$ cat src/rtl/bsw_pkg.sv
// Shared types and widths for the banded Smith-Waterman job scheduler.
package bsw_pkg;

    localparam int SEQ_W = 24;
    localparam int RES_W = 27;

    typedef enum logic [1:0] {
        IDLE,
        START,
        RUN,
        STORE
    } state_t;

    typedef struct packed {
        logic             timeout;
        logic [RES_W-1:0] r_aligned;
        logic [RES_W-1:0] q_aligned;
    } result_t;

endpackage

$ cat src/rtl/bsw_result_fifo.sv
// First-word fall-through result FIFO; the head is visible whenever it is non-empty.
module bsw_result_fifo #(
    parameter int WIDTH = 8,
    parameter int DEPTH = 4
) (
    input  logic             clk,
    input  logic             reset,
    input  logic             wr_en,
    input  logic [WIDTH-1:0] wr_data,
    input  logic             rd_en,
    output logic [WIDTH-1:0] rd_data,
    output logic             empty,
    output logic             full
);
    localparam int AW = $clog2(DEPTH);

    logic [WIDTH-1:0] mem [DEPTH];
    logic [AW-1:0]    wr_ptr;
    logic [AW-1:0]    rd_ptr;
    logic [AW:0]      count;
    logic             do_rd;

    assign empty   = (count == '0);
    assign full    = (count == (AW+1)'(DEPTH));
    assign do_rd   = rd_en && !empty;
    assign rd_data = empty ? '0 : mem[rd_ptr];

    always_ff @(posedge clk or posedge reset) begin
        if (reset) begin
            wr_ptr <= '0;
            rd_ptr <= '0;
            count  <= '0;
        end else begin
            if (wr_en) wr_ptr <= wr_ptr + AW'(1);
            if (do_rd) rd_ptr <= rd_ptr + AW'(1);
            case ({wr_en, do_rd})
                2'b10:   count <= count + (AW+1)'(1);
                2'b01:   count <= count - (AW+1)'(1);
                default: count <= count;
            endcase
        end
    end

    // Storage needs no reset: empty gates the read data.
    always_ff @(posedge clk) begin
        if (wr_en) mem[wr_ptr] <= wr_data;
    end

endmodule

$ cat src/rtl/bsw_job_scheduler.sv
// Runs one alignment job at a time on the accelerator and queues its results.
module bsw_job_scheduler
    import bsw_pkg::*;
#(
    parameter int START_CYC = 2,
    parameter int TIMEOUT   = 4096,
    parameter int DEPTH     = 4
) (
    input  logic             clk,
    input  logic             reset,
    input  logic             job_valid,
    output logic             job_ready,
    input  logic [SEQ_W-1:0] job_r,
    input  logic [SEQ_W-1:0] job_q,
    output logic             acc_start,
    output logic [SEQ_W-1:0] acc_r,
    output logic [SEQ_W-1:0] acc_q,
    input  logic             acc_ready,
    input  logic [RES_W-1:0] acc_r_aligned,
    input  logic [RES_W-1:0] acc_q_aligned,
    output logic             res_valid,
    input  logic             res_ready,
    output logic [RES_W-1:0] res_r_aligned,
    output logic [RES_W-1:0] res_q_aligned,
    output logic             res_timeout,
    output logic             busy,
    output logic [15:0]      jobs_done
);
    localparam int CYC_W = $clog2(TIMEOUT);
    localparam int SC_W  = (START_CYC > 1) ? $clog2(START_CYC) : 1;

    state_t           state;
    state_t           state_next;
    logic [SC_W-1:0]  start_cnt;
    logic [CYC_W-1:0] cyc;
    result_t          captured;
    result_t          head;
    logic             run_hit;
    logic             run_expire;
    logic             push;
    logic             pop;
    logic             fifo_empty;
    logic             fifo_full;

    // Ready in the first RUN cycle may be left over from the previous job.
    assign run_hit    = (state == RUN) && (cyc != '0) && acc_ready;
    assign run_expire = (state == RUN) && (cyc == CYC_W'(TIMEOUT - 1));
    assign pop        = res_valid && res_ready;
    assign push       = (state == STORE) && (!fifo_full || pop);

    always_ff @(posedge clk or posedge reset) begin
        if (reset) state <= IDLE;
        else       state <= state_next;
    end

    always_comb begin
        state_next = state;
        job_ready  = 1'b0;
        acc_start  = 1'b0;
        busy       = 1'b1;
        case (state)
            IDLE: begin
                job_ready = 1'b1;
                busy      = 1'b0;
                if (job_valid) state_next = START;
            end
            START: begin
                acc_start = 1'b1;
                if (start_cnt == '0) state_next = RUN;
            end
            RUN: begin
                if (run_hit || run_expire) state_next = STORE;
            end
            STORE: begin
                if (push) state_next = IDLE;
            end
            default: state_next = IDLE;
        endcase
    end

    // Job operands, phase counters, result capture and the completion count.
    always_ff @(posedge clk or posedge reset) begin
        if (reset) begin
            acc_r     <= '0;
            acc_q     <= '0;
            start_cnt <= '0;
            cyc       <= '0;
            captured  <= '0;
            jobs_done <= '0;
        end else begin
            case (state)
                IDLE: begin
                    if (job_valid) begin
                        acc_r     <= job_r;
                        acc_q     <= job_q;
                        start_cnt <= SC_W'(START_CYC - 1);
                    end
                end
                START: begin
                    cyc <= '0;
                    if (start_cnt != '0) start_cnt <= start_cnt - SC_W'(1);
                end
                RUN: begin
                    if (run_hit) begin
                        captured <= '{timeout: 1'b0, r_aligned: acc_r_aligned, q_aligned: acc_q_aligned};
                    end else if (run_expire) begin
                        captured <= '{timeout: 1'b1, r_aligned: '0, q_aligned: '0};
                    end else begin
                        cyc <= cyc + CYC_W'(1);
                    end
                end
                STORE: begin
                    if (push) jobs_done <= jobs_done + 16'd1;
                end
                default: ;
            endcase
        end
    end

    bsw_result_fifo #(
        .WIDTH($bits(result_t)),
        .DEPTH(DEPTH)
    ) u_fifo (
        .clk     (clk),
        .reset   (reset),
        .wr_en   (push),
        .wr_data (captured),
        .rd_en   (pop),
        .rd_data (head),
        .empty   (fifo_empty),
        .full    (fifo_full)
    );

    assign res_valid     = !fifo_empty;
    assign res_r_aligned = head.r_aligned;
    assign res_q_aligned = head.q_aligned;
    assign res_timeout   = head.timeout;

endmodule

$ cat config.mk
export PLATFORM = sky130hd
export DESIGN_NAME = bsw_job_scheduler
export DESIGN_NICKNAME = d
export VERILOG_FILES = /design/src/rtl/bsw_pkg.sv /design/src/rtl/bsw_result_fifo.sv /design/src/rtl/bsw_job_scheduler.sv
export SDC_FILE = /design/constraint.sdc
export NUM_CORES = 1
export LEC_CHECK = 0
export ABC_AREA = 1
export CORE_AREA = 2 2 141 212
export DETAILED_ROUTE_END_ITERATION = 7
export DIE_AREA = 0 0 143 214
export PLACE_DENSITY = 0.92
export SETUP_SLACK_MARGIN = 0.4
export SYNTH_ARGS = -nofsm -noshare
export SYNTH_HDL_FRONTEND = slang
export SYNTH_HIERARCHICAL = 1
export SYNTH_SLANG_ARGS = --single-unit
$ cat constraint.sdc
create_clock -name clk -period 6.1 [get_ports clk]
set_clock_uncertainty 0.05 [all_clocks]
set_input_delay 1.22 -clock clk [delete_from_list [all_inputs] [get_ports clk]]
set_output_delay 1.22 -clock clk [all_outputs]
set_load 0.05 [all_outputs]
# After elaboration in Yosys (flattened, before gate mapping)
# Memories as Yosys holds them, arrays and structs flattened.
# Cells that the tools add are included.
[classes] add_sub_neg=7 multipliers=0 div_mod_pow=0 order_cmp=0 n_eq_ne=13 n_shift=0 n_mux=20 n_bitwise=0 reduce_logical=23
[op_table] op="55-bit 2-to-1 mux" n=3
[op_table] op="12-bit 2-to-1 mux" n=2
[op_table] op="12-bit case mux with 2 select lines" n=1
[op_table] op="16-bit by 1-bit adder with 16-bit output, second input constant" n=1
[op_table] op="12-bit by 1-bit adder with 12-bit output, second input constant" n=1
[op_table] op="12-bit == test, second input constant" n=1
[op_table] op="12-bit nonzero test" n=1
[op_table] op="2-bit 2-to-1 mux" n=4
[op_table] op="2-bit inequality test, second input constant" n=4
[op_table] op="2-bit case mux with 4 select lines" n=1
[op_table] op="2-bit AND reduction" n=4
[op_table] op="2-bit nonzero test" n=4
[op_table] op="1-bit 2-to-1 mux" n=7
[op_table] op="2-bit == test, second input constant" n=3
[op_table] op="1-bit logical AND" n=6
[op_table] op="3-bit case mux with 2 select lines" n=1
[op_table] op="2-bit by 1-bit adder with 2-bit output, second input constant" n=2
[op_table] op="2-bit by 1-bit == test with 1-bit output, second input constant" n=2
[op_table] op="2-bit by 1-bit inequality test with 1-bit output, second input constant" n=2
[op_table] op="4-bit AND reduction" n=1
[op_table] op="3-bit by 1-bit adder with 3-bit output, second input constant" n=1
[op_table] op="3-bit == test, second input constant" n=1
[op_table] op="3-bit zero test" n=1
[op_table] op="3-bit AND reduction" n=1
[op_table] op="other kinds (6)" n=8
[totals] regBits=141 latchBits=0 mem_bits_rw=220 mem_bits_ro=0 inputBits=107 word_cells=76 memories=1
[memory_table] memory="u_fifo.mem" words=4 word_bits=55 rd=1 rd_ports_with_merged_regs=0 write_ports=1 line="bsw_result_fifo.sv:17" source="logic [WIDTH-1:0] mem [DEPTH];"

# Logic depth before layout (Yosys ltp)
# Gate-level depths: netlist of run 1.
[depth] word_depth=7 ltp_mapped=18

# Modules after synthesis
# The synthesis of run 1 kept the hierarchy.
[by_module_without_submodules] module="bsw_result_fifo" instances=1 cells_per_inst=924 area_per_inst_um2=9778.1 seq_area_each_um2=6781.5
[by_module_without_submodules] module="bsw_job_scheduler" instances=1 cells_per_inst=682 area_per_inst_um2=5878.1 seq_area_each_um2=3353.2

# Worst setup path before layout of run 1
# OpenSTA, ideal clock, no wires.
[synth_path] kind="input port to flip-flop" from="input res_ready" to="memory u_fifo/mem[0][0] (netlist bit) (enable)" setup_ns=0.409 arrival_ns=3.261 required_ns=5.641 path_slack_ns=2.380 stages=6 path_cell_list="nand2_1 -> a21oi_4 -> clkbuf_1 -> clkbuf_1 -> nand2_1 -> inv_1"
[synth_between] elab_chain_len=5
[synth_lines] element="from (decl)" line="bsw_job_scheduler.sv:22" source="input logic res_ready,"
[synth_lines] element="1-bit logical AND" line="bsw_job_scheduler.sv:48" source="assign pop = res_valid && res_ready;"
[synth_lines] element="1-bit logical OR" line="bsw_job_scheduler.sv:49" source="assign push = (state == STORE) && (!fifo_full || pop);"
[synth_lines] element="1-bit logical AND" line="bsw_job_scheduler.sv:49"
[synth_lines] element="via push" line="bsw_job_scheduler.sv:40" source="logic push;"
[synth_lines] element="1-bit 2-to-1 mux" line="bsw_result_fifo.sv:46" source="if (wr_en) mem[wr_ptr] <= wr_data;"
[synth_lines] element="1-bit 2-to-1 mux (not written as such)" line="bsw_result_fifo.sv:46"
[synth_lines] element="to (decl)" line="bsw_result_fifo.sv:17"
# The timed path passes the listed nets, and every way through them passes these cells.

# Final worst setup path of run 1
[layout_path] from="register u_fifo.rd_ptr[0]" to="output res_q_aligned[8]"
[layout_between] elab_chain_len=2
[layout_lines] element="from (decl)" line="bsw_result_fifo.sv:19" source="logic [AW-1:0] rd_ptr;"
[layout_lines] element="from (signal assigned)" line="bsw_result_fifo.sv:35" source="if (do_rd) rd_ptr <= rd_ptr + AW'(1);"
[layout_lines] element="memory 4 x 55 bit"
[layout_lines] element="55-bit 2-to-1 mux" line="bsw_result_fifo.sv:26" source="assign rd_data = empty ? '0 : mem[rd_ptr];"
[layout_lines] element="to (decl)" line="bsw_job_scheduler.sv:24" source="output logic [RES_W-1:0] res_q_aligned,"
# Every way passes these cells.

==> results of run 1 <==
## registers in the layout, summed over array words and instances, names as in the netlist, 2 cells and up
name           count
u_fifo/mem       220
captured          55
acc_q             24
acc_r             24
jobs_done         16
cyc               12
u_fifo/count       3
state              2
u_fifo/rd_ptr      2
u_fifo/wr_ptr      2
## layer usage
metal	vias up	track usage [%]	wire, um	share of wire [%]
li1	5490	-	-	-
met1	5554	27.9	13100	34
met2	590	46.0	20600	54
met3	117	4.63	3050	8.0
met4	2	12.0	1570	4.1
met5	-	0	13	0.034
## final cells by class
type                       instances  share of cell area (%)
clock buffer                      36                    4.33
tap                              390                    2.53
multi-input combinational        901                    21.3
timing repair buffer             247                    12.6
inverter                         267                    5.23
sequential                       361                    52.6
clock inverter                    21                    1.46
## how the worst max path moves through the flow
stage	from	end	slack (ns)	cells after the start
global placement	u_fifo/rd_ptr[0]	res_q_aligned[8]	2.04	6
CTS	u_fifo/rd_ptr[0]	res_q_aligned[8]	1.38	6
detailed placement	u_fifo/rd_ptr[0]	res_q_aligned[8]	1.99	6
finish	u_fifo/rd_ptr[0]	res_q_aligned[8]	1.34	6
global route	u_fifo/rd_ptr[0]	res_q_aligned[8]	1.16	6
floorplan	reset	acc_q[0]	1.25	1
## logic make-up (layout without fill, tap and decap cells)
| group | count (synthesis) | count (layout) |
|---|---|---|
| DFF | 361 | 361 |
| adders and majority gates | 13 | 13 |
| AOI/OAI and AO/OA | 79 | 79 |
| buffers and inverters | 344 | 571 |
| xor gates and xnor gates | 24 | 24 |
| and+or+nand+nor | 785 | 785 |
## metrics by stage
stage	area, um^2	setup slack, ns	utilization, %	cells	power [mW]
4_1_cts	19300	1.38	67.4	2223	11.1
3_5_place_dp	18200	1.99	63.5	2166	8.91
6_report	19300	1.34	67.4	2223	11.0
5_1_grt	19300	1.16	67.4	2223	11.6
3_3_place_gp	18200	2.04	63.5	2166	8.74
2_1_floorplan	15700	1.25	-	1606	7.24
## power breakdown
group	internal [mW]	switching, mW	total, mW
Sequential	3.38	0.383	3.76
Combinational	1.50	3.65	5.15
Clock	1.24	0.899	2.14
Total	6.12	4.93	11.0
## synth_stat cells (all sizes together)
cell / instances / area, um^2
nand2: 506 / 1900
inv: 267 / 1000
nand3: 239 / 1220
edfxtp: 220 / 6610
dfrtp: 141 / 3530
a21oi: 57 / 297
buf: 43 / 279
clkbuf: 34 / 128
nor2: 27 / 109
o21ai: 21 / 105
xor2: 15 / 131
ha: 12 / 150
xnor2: 9 / 78.8
nor3: 6 / 35.0
nand4: 5 / 46.3
and2: 1 / 6.26
fa: 1 / 20.0
nand3b: 1 / 7.51
o22ai: 1 / 6.26
## critical path: stages (launching register included)
cell and delay [ns]:
dfrtp_4 0.41, clkinv_2 0.42, buf_4 0.54, nand2_1 0.15
nand3_1 0.08, a21oi_1 0.35, clkdlybuf4s50_1 0.87
==> flow_metrics.env, run 1 <==
export IMPL_final_common_cell="nand2_1"
export IMPL_r2r_cells=10
export IMPL_firstDrtPassIters=6
export IMPL_die_h_um=214
export IMPL_gp_congestion=0.830
export IMPL_peakVddDrop_mv=0.374
export IMPL_port_buffers=229
export IMPL_post_dp_hpwl_mm=23.1
export IMPL_diodes=0
export IMPL_worstMarginPinSlew_ns=1.27
export IMPL_worst_hold_slack_ns=0.427
export IMPL_core_area_um2=28600
export IMPL_fill_cells=2040
export IMPL_end_kind="primary output"
export IMPL_syn_avg_cell_area_um2=9.75
export IMPL_synthMuxAreaShare_pct=0
export IMPL_timing_final_crit_share_pct=78.0
export IMPL_cts_inserted_buffers=31
export IMPL_synthXorXnorAreaFrac_pct=1.34
export IMPL_ios=230
export IMPL_min_period_ns=4.76
export IMPL_hold_end="acc_r[17]"
export IMPL_crit_arrival_ns=3.49
export IMPL_gr_usage_all_layers_pct=25.3
export IMPL_min_path_type="reg2reg"
export IMPL_worstHoldStart="acc_r[17]"
export IMPL_tns_ns=0
export IMPL_p_leak_nw=8.79
export IMPL_r2r_slack_ns=2.56
export IMPL_grt_pass1_vias=12117
export IMPL_syn_nets=1726
export IMPL_drv_slew=0
export IMPL_holdPathStages=2
export IMPL_yosysSeqAreaShare_pct=64.7
export IMPL_status="finished clean"
export IMPL_drive_above_1_share_pct=5.24
export IMPL_synth_distinct_cells=30
export IMPL_cts_tree="yes"
export IMPL_syn2layout_area_growth_pct=23.2
export IMPL_rsz0062_at_grt="false"
export IMPL_syn_instance_count=1606
export IMPL_num_rows=76
export IMPL_routed_via_density=5.29
export IMPL_die_w_um=143
export IMPL_clk_pin_slew_worst_paths_ns=0.07
export IMPL_insertion_delay_ns=0.57
export IMPL_reg2reg_from="u_fifo/count[0]"
export IMPL_final_antenna_net_count=0
export IMPL_regArea_um2=10100
export IMPL_relSlewSlack_pct=15.1
export IMPL_drt_iter0_drc=1044
export IMPL_synth_fa_ha_area_share_pct=1.09
export IMPL_clock_sinks=361
export IMPL_ctsResizeCount=0
export IMPL_grt_pass1_wl_mm=60.7
export IMPL_finalSetupViolCount=0
export IMPL_drt_total_wl_mm=38.3
export IMPL_worstPathRequired_ns=4.83
export IMPL_initial_utilization_pct=54.7
export IMPL_crit_fanout=73
export IMPL_drc=0
export IMPL_htreeDepth=1
export IMPL_max_cap_viol_count=0
export IMPL_synth_seq_cells=361
export IMPL_root_buffer="clkbuf_16"
export IMPL_globalRoute_totalOverflow=0
export IMPL_syn_area_um2=15700
export IMPL_clk_path_buf_depth=3
export IMPL_crit_path_start_kind="flip-flop"
export IMPL_synth_warnings=6
export IMPL_vias=11753
export IMPL_synthSimpleGateAreaFrac_pct=21.2
export IMPL_layout_common_cells="504 x nand2_1, 256 x inv_1, 235 x nand3_1"
export IMPL_layout_nets=1929
export IMPL_dieArea_um2=30600
export IMPL_post_cts_setup_buffer_count=0
export IMPL_worstSetupPathType="reg2out"
export IMPL_synth_compound_area_share_pct=2.61
export IMPL_r2r_end="u_fifo/mem[1][15]"
export IMPL_hold_violations=0
export IMPL_multiInputGateArea_um2=4110
export IMPL_wl_per_cell_um=17.2
export IMPL_grt_start_max_net_pins=113
export IMPL_synth_top_family_by_area="simple AND/OR/NAND/NOR gates"
export IMPL_fmax_ghz=0.210
export IMPL_antenna_found_initial=1
export IMPL_cts_hold_buf=0
export IMPL_powerDensity_nw_per_um2=573
No activity file was read; power rests on OpenSTA's default activity.
==> run 2: changes to the inputs <==
- CORE_AREA: 2 2 141 212 -> 2 2 149 224
- DIE_AREA: 0 0 143 214 -> 0 0 151 226
- PLACE_DENSITY: 0.92 -> 0.88
- clock period: 6.1 -> 4.1 ns (I/O delays scaled with it)
==> run 2 against run 1 <==
Sequential power rose by 51%. Die area is 12% higher. Global-route usage shrank 3.2 points. Worst hold slack improved by 0.0072 ns. Highest routed layer is now met4. Cell area grew 1.9%. First-iteration DRC count is 20% lower. Register-to-register slack lost 1.4 ns.
==> flow_metrics.env, run 2 (same netlist as run 1, synthesis figures left out) <==
export IMPL_status="finished clean"
export IMPL_grt_start_max_net_pins=113
export IMPL_min_path_type="reg2reg"
export IMPL_diodes=0
export IMPL_drc=0
export IMPL_drt_total_wl_mm=37.1
export IMPL_relSlewSlack_pct=21.4
export IMPL_place_area_um2=18600
export IMPL_root_buffer="clkbuf_16"
export IMPL_topRoutingLayerUsed="met4"
export IMPL_syn2layout_area_growth_pct=25.5
export IMPL_rsz0062_at_grt="false"
export IMPL_dp_slack_ns=1.17
export IMPL_crit_arrival_ns=2.72
export IMPL_crit_fanout=34
export IMPL_tns_ns=0
export IMPL_gr_usage_all_layers_pct=22.0
export IMPL_peakVddDrop_mv=0.650
export IMPL_routed_via_density=5.20
export IMPL_end_kind="primary output"
export IMPL_layout_nets=1932
export IMPL_htreeDepth=1
export IMPL_initial_utilization_pct=48.6
export IMPL_die_h_um=226
export IMPL_clk_path_buf_depth=3
export IMPL_cts_tree="yes"
export IMPL_p_leak_nw=8.99
export IMPL_hold_violations=0
export IMPL_worstMarginPinSlew_ns=1.18
export IMPL_reg_top3="u_fifo/mem x220, captured x55"
export IMPL_p_total_mw=17.1
export IMPL_post_cts_setup_buffer_count=0
export IMPL_max_cap_viol_count=0
export IMPL_insertion_delay_ns=0.58
export IMPL_clk_pin_slew_worst_paths_ns=0.07
export IMPL_regArea_um2=10100
export IMPL_firstDrtPassIters=6
export IMPL_core_area_um2=32200
export IMPL_final_common_cell="nand2_1"
export IMPL_crit_path_start_kind="flip-flop"
export IMPL_final_antenna_net_count=0
export IMPL_fill_cells=2455
export IMPL_stdcell_area_um2=19700
export IMPL_worstPathRequired_ns=3.23
export IMPL_min_period_ns=3.59
export IMPL_dieArea_um2=34100
export IMPL_drive_above_1_share_pct=8.22
export IMPL_finalSetupViolCount=0
export IMPL_drt_iter0_drc=831
export IMPL_top_register="u_fifo/mem"
export IMPL_grt_pass1_wl_mm=58.8
export IMPL_die_w_um=151
export IMPL_post_dp_hpwl_mm=24.2
export IMPL_gp_congestion=0.875
export IMPL_drv_slew=0
export IMPL_setup_ws_ns=0.506
export IMPL_num_rows=81
export IMPL_antenna_found_initial=0
export IMPL_ios=230
export IMPL_fmax_ghz=0.278
export IMPL_largest_register_ff_count=220
export IMPL_met1_length_mm=12.9
export IMPL_powerDensity_nw_per_um2=868
export IMPL_met3_length_mm=2.82
export IMPL_worstSetupPathType="reg2out"
export IMPL_timing_final_crit_share_pct=87.6
export IMPL_multiInputGateArea_um2=4110
export IMPL_wl_per_cell_um=16.5
export IMPL_grt_pass1_vias=12187
export IMPL_worst_hold_slack_ns=0.434
export IMPL_globalRoute_totalOverflow=0
export IMPL_vias=11711
export IMPL_port_buffers=229
export IMPL_clock_sinks=361
export IMPL_cts_inserted_buffers=31
export IMPL_dr_wl_met2_mm=19.4
export IMPL_layout_common_cells="504 x nand2_1, 256 x inv_1, 235 x nand3_1"
[run 2: changes by cell type in the layout (fill, tap and decap cells not counted), moves of 2 or more]
cell,delta
clkbuf_8,-2
clkdlybuf4s50_1,-55
clkinv_1,+2
buf_12,+37
buf_4,+21
clkinv_2,-4
clkinvlp_4,+4
[run 2: timing repair]
action,in CTS,in global routing
hold buffers,0,0
setup endpoints to repair,0,1
gates resized for setup,0,1
[run 2: final cells by class]
| class | instances | area share, % |
|---|---|---|
| clock inverter | 22 | 1.45 |
| clock buffer | 35 | 4.13 |
| sequential | 361 | 51.6 |
| tap | 415 | 2.64 |
| multi-input combinational | 901 | 20.9 |
| inverter | 267 | 5.13 |
| timing repair buffer | 250 | 14.1 |
[run 2: metrics by stage]
stage / util, % / std cells
detailed placement: 57.6 / 2194
global route: 61.0 / 2251
global placement: 57.6 / 2194
CTS: 61.0 / 2251
floorplan: - / 1606
finish: 61.0 / 2251
[run 2: worst max-delay path, cell delays in order, from the launching register on]
cell and delay (ns):
dfrtp_1 0.42, inv_2 0.10, nand3_2 0.11, inv_2 0.55, inv_1 0.19, clkdlybuf4s50_1 0.77
[run 2: final timing paths]
kind	cells past startpoint	slack, ns	start	end
max in group asynchronous	3	2.57	reset	acc_r[18]
min	2	0.43	acc_r[21]	acc_r[21]
max reg2reg	14	1.18	u_fifo/count[0]	u_fifo/count[2]
min reg2reg	2	0.43	acc_r[21]	acc_r[21]
max	5	0.51	u_fifo/count[0]	res_valid
min in group asynchronous	2	0.56	reset	u_fifo/wr_ptr[0]
[run 2: power breakdown]
group          switching (mW)  total [mW]  internal [mW]
logic                    5.54        8.28           2.74
registers               0.632        5.66           5.03
clock network            1.31        3.12           1.81
total                    7.48        17.1           9.57
[run 2: layer usage]
metal  track usage, %  up-vias
met1             23.6     5527
met5                0        -
met2             40.3      562
met3             3.88      123
met4             12.3        0
li1                 -     5499
